**config.mk**
```make
export PLATFORM = sky130hd
export DESIGN_NAME = ex_mem
export DESIGN_NICKNAME = d
export VERILOG_FILES = /design/src/rtl/ex_mem_pkg.sv /design/src/rtl/ex_mem.sv
export SDC_FILE = /design/constraint.sdc
export NUM_CORES = 1
export LEC_CHECK = 0
export BUFFER_PORTS_ARGS = -buffer_cell sky130_fd_sc_hd__buf_4
export CORE_MARGIN = 8
export CORE_UTILIZATION = 40
export DETAILED_ROUTE_END_ITERATION = 12
export MAX_ROUTING_LAYER = met4
export PLACE_DENSITY = 0.84
export SETUP_SLACK_MARGIN = 0.1
export SLEW_MARGIN = 20
export SYNTH_ARGS = -nofsm -noshare
export SYNTH_HDL_FRONTEND = slang
export SYNTH_SLANG_ARGS = --single-unit
```
**constraint.sdc**
```tcl
create_clock -name clk -period 1.57 [get_ports clk]
set_clock_uncertainty 0.2 [all_clocks]
set_input_delay 0.314 -clock clk [delete_from_list [all_inputs] [get_ports clk]]
set_output_delay 0.314 -clock clk [all_outputs]
set_load 0.05 [all_outputs]
```
**src/rtl/ex_mem_pkg.sv**
```systemverilog
// Shared widths and constants for the EX/MEM pipeline register.
// Also defines the bundle of values that the register hands to MEM.
package ex_mem_pkg;

    localparam int RegDataBus = 32;
    localparam int RegAddrBus = 5;

    localparam logic RstEnable    = 1'b0;
    localparam logic WriteEnable  = 1'b1;
    localparam logic WriteDisable = 1'b0;

    localparam logic [RegDataBus-1:0]   ZeroWord  = '0;
    localparam logic [2*RegDataBus-1:0] ZeroDword = '0;

    typedef struct packed {
        logic                  wreg;
        logic [RegAddrBus-1:0] waddr;
        logic [RegDataBus-1:0] wdata;
        logic                  whilo;
        logic [RegDataBus-1:0] hi;
        logic [RegDataBus-1:0] lo;
    } mem_bundle_t;

    // A bubble carries no GPR or HI/LO write, so later forwarding logic ignores it.
    localparam mem_bundle_t MemBubble = '{
        wreg:  WriteDisable,
        waddr: '0,
        wdata: ZeroWord,
        whilo: WriteDisable,
        hi:    ZeroWord,
        lo:    ZeroWord
    };

endpackage

```
**src/rtl/ex_mem.sv**
```systemverilog
// EX/MEM pipeline register.
// It also returns the multi-cycle madd/msub state to EX while EX is stalled.
module ex_mem
    import ex_mem_pkg::*;
(
    input  logic                    clk,
    input  logic                    rst,
    input  logic                    flush_i,
    input  logic                    ex_stall_i,
    input  logic                    mem_stall_i,
    input  logic                    ex_wreg_i,
    input  logic [RegAddrBus-1:0]   ex_waddr_i,
    input  logic [RegDataBus-1:0]   ex_wdata_i,
    input  logic                    ex_whilo_i,
    input  logic [RegDataBus-1:0]   ex_hi_i,
    input  logic [RegDataBus-1:0]   ex_lo_i,
    input  logic [2*RegDataBus-1:0] hilo_temp_i,
    input  logic [1:0]              cnt_i,
    output logic                    mem_wreg_o,
    output logic [RegAddrBus-1:0]   mem_waddr_o,
    output logic [RegDataBus-1:0]   mem_wdata_o,
    output logic                    mem_whilo_o,
    output logic [RegDataBus-1:0]   mem_hi_o,
    output logic [RegDataBus-1:0]   mem_lo_o,
    output logic [2*RegDataBus-1:0] hilo_temp_o,
    output logic [1:0]              cnt_o
);

    mem_bundle_t mem_q;
    mem_bundle_t ex_bundle;

    assign ex_bundle = '{
        wreg:  ex_wreg_i,
        waddr: ex_waddr_i,
        wdata: ex_wdata_i,
        whilo: ex_whilo_i,
        hi:    ex_hi_i,
        lo:    ex_lo_i
    };

    // NOTE: non-blocking assignments so every register samples pre-edge values.
    always_ff @(posedge clk) begin
        if (rst == RstEnable) begin
            mem_q       <= MemBubble;
            hilo_temp_o <= ZeroDword;
            cnt_o       <= 2'b00;
        end else if (flush_i) begin
            mem_q       <= MemBubble;
            hilo_temp_o <= ZeroDword;
            cnt_o       <= 2'b00;
        end else if (mem_stall_i) begin
            mem_q       <= mem_q;
            hilo_temp_o <= hilo_temp_o;
            cnt_o       <= cnt_o;
        end else if (ex_stall_i) begin
            // EX keeps iterating: park its partial result here and send MEM a bubble.
            mem_q       <= MemBubble;
            hilo_temp_o <= hilo_temp_i;
            cnt_o       <= cnt_i;
        end else begin
            mem_q       <= ex_bundle;
            hilo_temp_o <= ZeroDword;
            cnt_o       <= 2'b00;
        end
    end

    assign mem_wreg_o  = mem_q.wreg;
    assign mem_waddr_o = mem_q.waddr;
    assign mem_wdata_o = mem_q.wdata;
    assign mem_whilo_o = mem_q.whilo;
    assign mem_hi_o    = mem_q.hi;
    assign mem_lo_o    = mem_q.lo;

endmodule

```
### Word level (Yosys, flattened, before mapping)

Index checks and enable logic that the tools add are counted.

| storage, ports and cells | value |
|---|---|
| bits in registers | 169 |
| output and inout bits | 169 |
| logic and storage cells | 13 |

| operators by class | value |
|---|---|
| muxes and demuxes | 3 |
| bitwise operators | 1 |
| reductions and logical operators | 1 |

Operators by type and width:

| kind | number |
|---|---|
| $mux 103 | 1 |
| $mux 64 | 1 |
| $mux 2 | 1 |
| $reduce_or 2->1 | 1 |
| $not 1->1 | 1 |

### Longest topological paths before layout

Gate-level depths: netlist of run 1.

| depth | value |
|---|---|
| word-level depth | 2 |
| gate-level depth with buffers | 5 |
| depth with buffers taken out | 2 |

### Least setup slack after synthesis of run 1

OpenSTA, ideal clock, no wires.

| timing path | value |
|---|---|
| path kind | input to register |
| start point | in flush_i |
| end point | reg hilo_temp_o[48] |
| library setup time | 0.132 ns |
| arrival time | 1.028 ns |
| data required time | 1.238 ns |
| slack | 0.210 ns |
| stages | 5 |
| buffers on the path | 3 |
| cells stage by stage | nand2b_1 > buf_2 > buf_2 > buf_1 > a21oi_1 |

| between the ends | value |
|---|---|
| word-level cells in the longest chain between the ends | 1 |

RTL lines:

| item | RTL line | source |
|---|---|---|
| start: declaration | ex_mem.sv:8 | `input logic flush_i,` |
| $reduce_or 2->1 (no source line) | n/a |  |
| end signal: assignment | ex_mem.sv:45 | `hilo_temp_o <= ZeroDword;` |
| end signal: assignment | ex_mem.sv:49 | `hilo_temp_o <= ZeroDword;` |
| end signal: assignment | ex_mem.sv:53 | `hilo_temp_o <= hilo_temp_o;` |
| end: declaration | ex_mem.sv:25 | `output logic [2*RegDataBus-1:0] hilo_temp_o,` |

Every way passes these cells.
A chain may end at the register's enable or synchronous reset.

### Final worst setup path of run 1

| timing path | value |
|---|---|
| start point | reg mem_q, in the netlist mem_lo_o[6] |
| end point | out mem_lo_o[6] |

RTL lines:

| item | RTL line | source |
|---|---|---|
| start: declaration | ex_mem.sv:29 | `mem_bundle_t mem_q;` |
| start signal: assignment | ex_mem.sv:44 | `mem_q <= MemBubble;` |
| start signal: assignment | ex_mem.sv:48 | `mem_q <= MemBubble;` |
| start signal: assignment | ex_mem.sv:52 | `mem_q <= mem_q;` |
| end: declaration | ex_mem.sv:24 | `output logic [RegDataBus-1:0] mem_lo_o,` |

No word-level cell between the ends.

==> results of run 1 <==
==> placed cells by master, fill, tap and decap left out, drive strengths merged, types with 3 or more instances in the layout <==
cell type	n
nand3b	66
nand2	169
buf	386
clkinv	4
or3b	103
diode	3
clkbuf	22
a21oi	169
dlygate4sd3	63
dfxtp	169
==> power by group through the flow <==
stage | combinational [mW] | clock (mW) | sequential, mW
3_5_place_dp | 1.35 | 0 | 4.51
4_1_cts | 1.54 | 4.12 | 4.44
5_1_grt | 1.68 | 4.33 | 4.46
6_report | 1.60 | 4.08 | 4.46
2_1_floorplan | 0.457 | 0 | 4.81
3_3_place_gp | 1.33 | 0 | 4.51
==> timing repair <==
| action | CTS | global route |
|---|---|---|
| endpoints found under the setup margin | 169 | 120 |
| resized for setup | 235 | 131 |
| buffers inserted | 0 | 12 |
| gates cloned | 0 | 0 |
| endpoints found under the hold margin | 66 | 0 |
| hold buffers | 63 | 0 |
==> worst paths after layout <==
check                                     from  cells after the start  slack [ns]                      endpoint
hold / removal                 hilo_temp_i[51]                      3        0.02  hilo_temp_o[51]$_SDFFE_PP0N_
hold reg to reg      mem_lo_o[11]$_SDFFE_PP0N_                      2        0.26     mem_lo_o[11]$_SDFFE_PP0N_
setup / recovery      mem_lo_o[6]$_SDFFE_PP0N_                      1        0.11                   mem_lo_o[6]
setup reg to reg  hilo_temp_o[46]$_SDFFE_PP0N_                      3        0.58  hilo_temp_o[46]$_SDFFE_PP0N_
==> registers in the layout, indices dropped and copies added, names as in the netlist <==
signal,count
mem_wdata_o,32
mem_hi_o,32
mem_wreg_o,1
hilo_temp_o,64
mem_whilo_o,1
mem_lo_o,32
cnt_o,2
mem_waddr_o,5
==> cells by family (layout without fill, tap and decap cells) <==
| family | count (synthesis) | count (layout) | share of synthesized area |
|---|---|---|---|
| buffers and inverters | 74 | 479 | 0.0657 |
| other | 0 | 3 | 0 |
| AO/OA/AOI/OAI | 169 | 169 | 0.126 |
| AND/OR/NAND/NOR | 339 | 339 | 0.304 |
| flip-flops | 169 | 169 | 0.504 |
==> final cells by class <==
cell class	count	area, um^2	share of cell area
Sequential cell	169	3600	0.307
Clock inverter	8	98.8	0.00844
Antenna cell	3	7.51	0.000641
Timing Repair Buffer	449	4390	0.375
Clock buffer	22	454	0.0388
Multi-Input combinational cell	508	2890	0.247
Tap cell	220	275	0.0235
==> metal layers <==
metal / wire length (um) / vias to the layer above / GRT usage
met5: 0 / - / -
met4: 1340 / 0 / 0.134
met3: 1920 / 89 / 0.0672
met2: 13600 / 343 / 0.407
met1: 9670 / 3417 / 0.242
li1: - / 3367 / -
==> metrics.cfg, run 1 <==
[logic_synthesis]
syn_inst = 751
ys_seq_area_frac = 0.504
syn_avg_cell_area_um2 = 8.93
yosys-top-cells-count = 169 x a21oi_1, 169 x dfxtp_1, 169 x nand2_1
synthTopCellsByArea = dfxtp_1 50%, or3b_1 13%, a21oi_1 13%
yosys_warnings = 0
netlist_area_um2 = 6710
synth_edf_count = 0
synth_top_area_share = 0.504
synth_nets = 925
ys_async_sr_fraction = 0
ys_types = 11
ys_seq_elements = 169
synth_flop_cell = dfxtp_1
synth_top_area_cell = dfxtp_1

[global_route]
grt_max_degree = 86
grt_pass1_vias = 7373
overflow = 0
grt_pass1_wl_um = 39500
antenna_found_initial = 3
track_usage = 0.238

[power_and_ir_drop]
intPower_mw = 7.54
power.total_mw = 10.1
p_per_area_nw_per_um2 = 865
netSwitchingFraction = 0.255
power_frac_comb = 0.158
p_leak_nw = 4.74
share_seq_of_total_power = 0.440
net-switching-power_mw = 2.59
ir_drop_uv = 745
pwr-share-clk = 0.402

[floorplan]
dieArea_um2 = 21200
ios = 343
fp.dieH_um = 145
coreArea_um2 = 16500
die_w_um = 145
core.rowCount = 47
initial_core_util = 0.407

[timing]
rsz0062_at_grt = yes
final-max-slew-violation-count = 0
layout_min_cycle_time_ns = 1.46
min_period_over_period = 0.933
hold_violations = 0
layout_setup_ws_ns = 0.106
whs_ns = 0.0245
tightestPinTransition_ns = 0.396
slew_headroom = 0.736
setup_violations = 0
fmax_mhz = 683
tns_ns = 0

[critical_path]
cp_max_fo = 2
crit_path_end_kind = primary output
worst_path_dominant_cell_family = flip-flops
worst-setup-path-type = flop to primary output
max_stage_delay_ns = 0.37
crit_slowest_cell = dfxtp_2
cp.buffers_inverters = 1
crit_arrival_ns = 0.95
startpoint_type = flop
crit_chain = buf_8
required_ns = 1.06

[cts]
clock_path_buffers = 2
cts.clk_slew.worst_paths_ns = 0.06
cts_root_buf = clkbuf_16
cts_tree = built
htree_num_levels = 4
cts_buffers = 17
clk_latency_ns = 0.42
cts_num_sinks = 169

[placement]
dp_hpwl_um = 16000
dpl.cell_count = 1271
gp_congestion = 0.804
port-buffer-count = 342
place_area_um2 = 9470
pre_cts_ws_ns = 0.0194

[finish]
fin_util = 0.711
fin_nets = 1319
area_delta_synth_final_pct = 74.6
fill_cells = 1068
layout-drive-gt1-share = 0.501
finish.instance_area_um2 = 11700
stdcell_count = 1379

[flow_run]
cap_viol_max_count = 0

[route]
vias_per_cell = 5.23
vias = 7216
route.detailed.drc = 0
routed_wl_um = 26500
wl_per_cell_um = 19.2
drt_iter0_drc = 481
drt_first_pass_iters = 6
ant_nets = 0

[outcome]
status = finished clean

[hold_path]
hold_class = primary input to flop

No activity file was read; power rests on OpenSTA's default activity.
==> run 2: changes to the inputs <==
Settings changed: CORE_AREA from default to 2 2 133 135, CORE_MARGIN 8 to default, CORE_UTILIZATION 40 to default, DIE_AREA from default to 0 0 135 137, PLACE_DENSITY 0.84 to 0.83.
Clock period 1.57 ns to 1.55 ns, I/O delays scaled along.
==> metrics.cfg, run 2 (synthesis results as in run 1) <==
[global_route]
overflow = 0  ; unchanged
grt_pass1_wl_um = 34900  ; -12%
grt_max_degree = 83  ; -3.5%
track_usage = 0.246  ; +0.00830
antenna_found_initial = 1  ; -2
grt_pass1_vias = 6859  ; -7.0%

[critical_path]
cp.buffers_inverters = 1  ; unchanged
crit_slowest_cell = dfxtp_2
worst-setup-path-type = flop to primary output
crit_arrival_ns = 0.95  ; about the same
crit_chain = buf_6
cp_max_fo = 2  ; unchanged
worst_path_dominant_cell_family = flip-flops
required_ns = 1.04  ; -0.02 ns
crit_path_end_kind = primary output
startpoint_type = flop
max_stage_delay_ns = 0.37  ; about the same

[route]
vias = 7141  ; -1.0%
routed_wl_um = 24600  ; -7.1%
drt_first_pass_iters = 5  ; -1
route.detailed.drc = 0  ; unchanged
ant_nets = 0  ; unchanged
drt_iter0_drc = 358  ; -26%
vias_per_cell = 5.13  ; -2.0%
wl_per_cell_um = 17.7  ; -8.0%

[placement]
port-buffer-count = 342  ; unchanged
pre_cts_ws_ns = -0.000454  ; -0.0199 ns
dp_hpwl_um = 13900  ; -13%
place_area_um2 = 9450  ; -0.25%
gp_congestion = 0.791  ; -1.7%

[finish]
largest_register = hilo_temp_o
finish.instance_area_um2 = 12000  ; +2.5%
fin_nets = 1328  ; +0.68%
layout-drive-gt1-share = 0.506  ; +0.00514
area_delta_synth_final_pct = 78.9
final_cell_mix = 212 x buf_4, 169 x nand2_1, 169 x a21oi_1
largest_reg_flops = 64  ; unchanged
layout.cells.most_common = buf_4

[hold_path]
hold_class = primary input to flop

[timing]
tns_ns = 0  ; unchanged
whs_ns = 0.00219  ; -0.0223 ns
min_period_over_period = 0.942
final-max-slew-violation-count = 0  ; unchanged
setup_violations = 0  ; unchanged
layout_min_cycle_time_ns = 1.46
hold_violations = 0  ; unchanged
slew_headroom = 0.742  ; +0.00604
rsz0062_at_grt = yes
fmax_mhz = 685
tightestPinTransition_ns = 0.387  ; -0.00906 ns
layout_setup_ws_ns = 0.0899  ; -0.0160 ns

[cts]
clock_path_buffers = 2  ; unchanged
htree_num_levels = 4  ; unchanged
cts.clk_slew.worst_paths_ns = 0.07  ; about the same
cts_tree = built
cts_buffers = 17  ; unchanged
clk_latency_ns = 0.41  ; about the same
cts_num_sinks = 169  ; unchanged
cts_root_buf = clkbuf_16

[floorplan]
dieArea_um2 = 18500  ; -13%
initial_core_util = 0.393  ; -0.0141
ios = 343  ; unchanged
coreArea_um2 = 17100  ; +3.6%
core.rowCount = 48  ; +2.1%
die_w_um = 135  ; -7.2%
fp.dieH_um = 137  ; -5.8%

[power_and_ir_drop]
p_leak_nw = 4.84  ; +2.2%
p_per_area_nw_per_um2 = 868  ; +0.35%
net-switching-power_mw = 2.71  ; +4.8%
pwr-share-clk = 0.409  ; +0.007
share_seq_of_total_power = 0.434  ; -0.006
power_frac_comb = 0.157  ; about the same
power.total_mw = 10.4  ; +2.8%
intPower_mw = 7.70  ; +2.1%
ir_drop_uv = 730  ; -2.1%
netSwitchingFraction = 0.260  ; +0.00500

[flow_run]
cap_viol_max_count = 0  ; unchanged

[outcome]
status = finished clean

[run 2: changes by cell type in the layout (fill, tap and decap cells not counted), sizes merged]
cell         previous run  this run
inv                     0         4
clkinv                  4         2
clkbuf                 22        19
diode                   3         1
dlygate4sd3            63        67
buf                   386       391
clkinvlp                2         4
[run 2: path summary, 6_finish.rpt]
check                                    start  slack, ns                      endpoint  depth (start not counted)
hold reg to reg   hilo_temp_o[58]$_SDFFE_PP0N_       0.26  hilo_temp_o[58]$_SDFFE_PP0N_                          2
setup reg to reg  hilo_temp_o[17]$_SDFFE_PP0N_       0.49  hilo_temp_o[17]$_SDFFE_PP0N_                          3
setup / recovery  hilo_temp_o[20]$_SDFFE_PP0N_       0.09               hilo_temp_o[20]                          1
hold / removal                 hilo_temp_i[56]      0.002  hilo_temp_o[56]$_SDFFE_PP0N_                          3
[run 2: metal layers]
metal / wire length [um] / vias up / track usage
met3: 1540 / 92 / 0.0533
met5: 0 / - / -
met2: 12600 / 328 / 0.413
li1: - / 3393 / -
met1: 9360 / 3328 / 0.280
met4: 1170 / 0 / 0.119
[run 2: cell type report]
type / count / area, um^2
diodes: 1 / 2.50
clock buffers: 19 / 443
clock inverters: 12 / 141
fillers: 1113 / 5050
multi-input cells: 508 / 2890
flip-flops and latches: 169 / 3600
well taps: 225 / 282
repair buffers: 458 / 4640
[run 2: metrics by stage]
step / instances / utilization
2_1_floorplan: 751 / -
3_3_place_gp: 1272 / 0.554
6_report: 1392 / 0.704
4_1_cts: 1372 / 0.678
5_1_grt: 1392 / 0.704
3_5_place_dp: 1272 / 0.554
[run 2: power groups by stage]
stage                     registers (mW)  clock network [mW]  logic, mW
after floorplan                     4.87                   0      0.463
after global placement              4.57                   0       1.33
after detailed placement            4.57                   0       1.34
after CTS                           4.50                4.34       1.55
after global routing                4.52                4.50       1.72
final                               4.52                4.26       1.64
[run 2: timing repair]
| item | in CTS | in global routing |
|---|---|---|
| gates resized for setup | 319 | 96 |
| hold buffers | 67 | 0 |
| cloned | 0 | 0 |
| endpoints found under the setup margin | 169 | 110 |
| endpoints found under the hold margin | 67 | 0 |
| setup buffers | 2 | 19 |
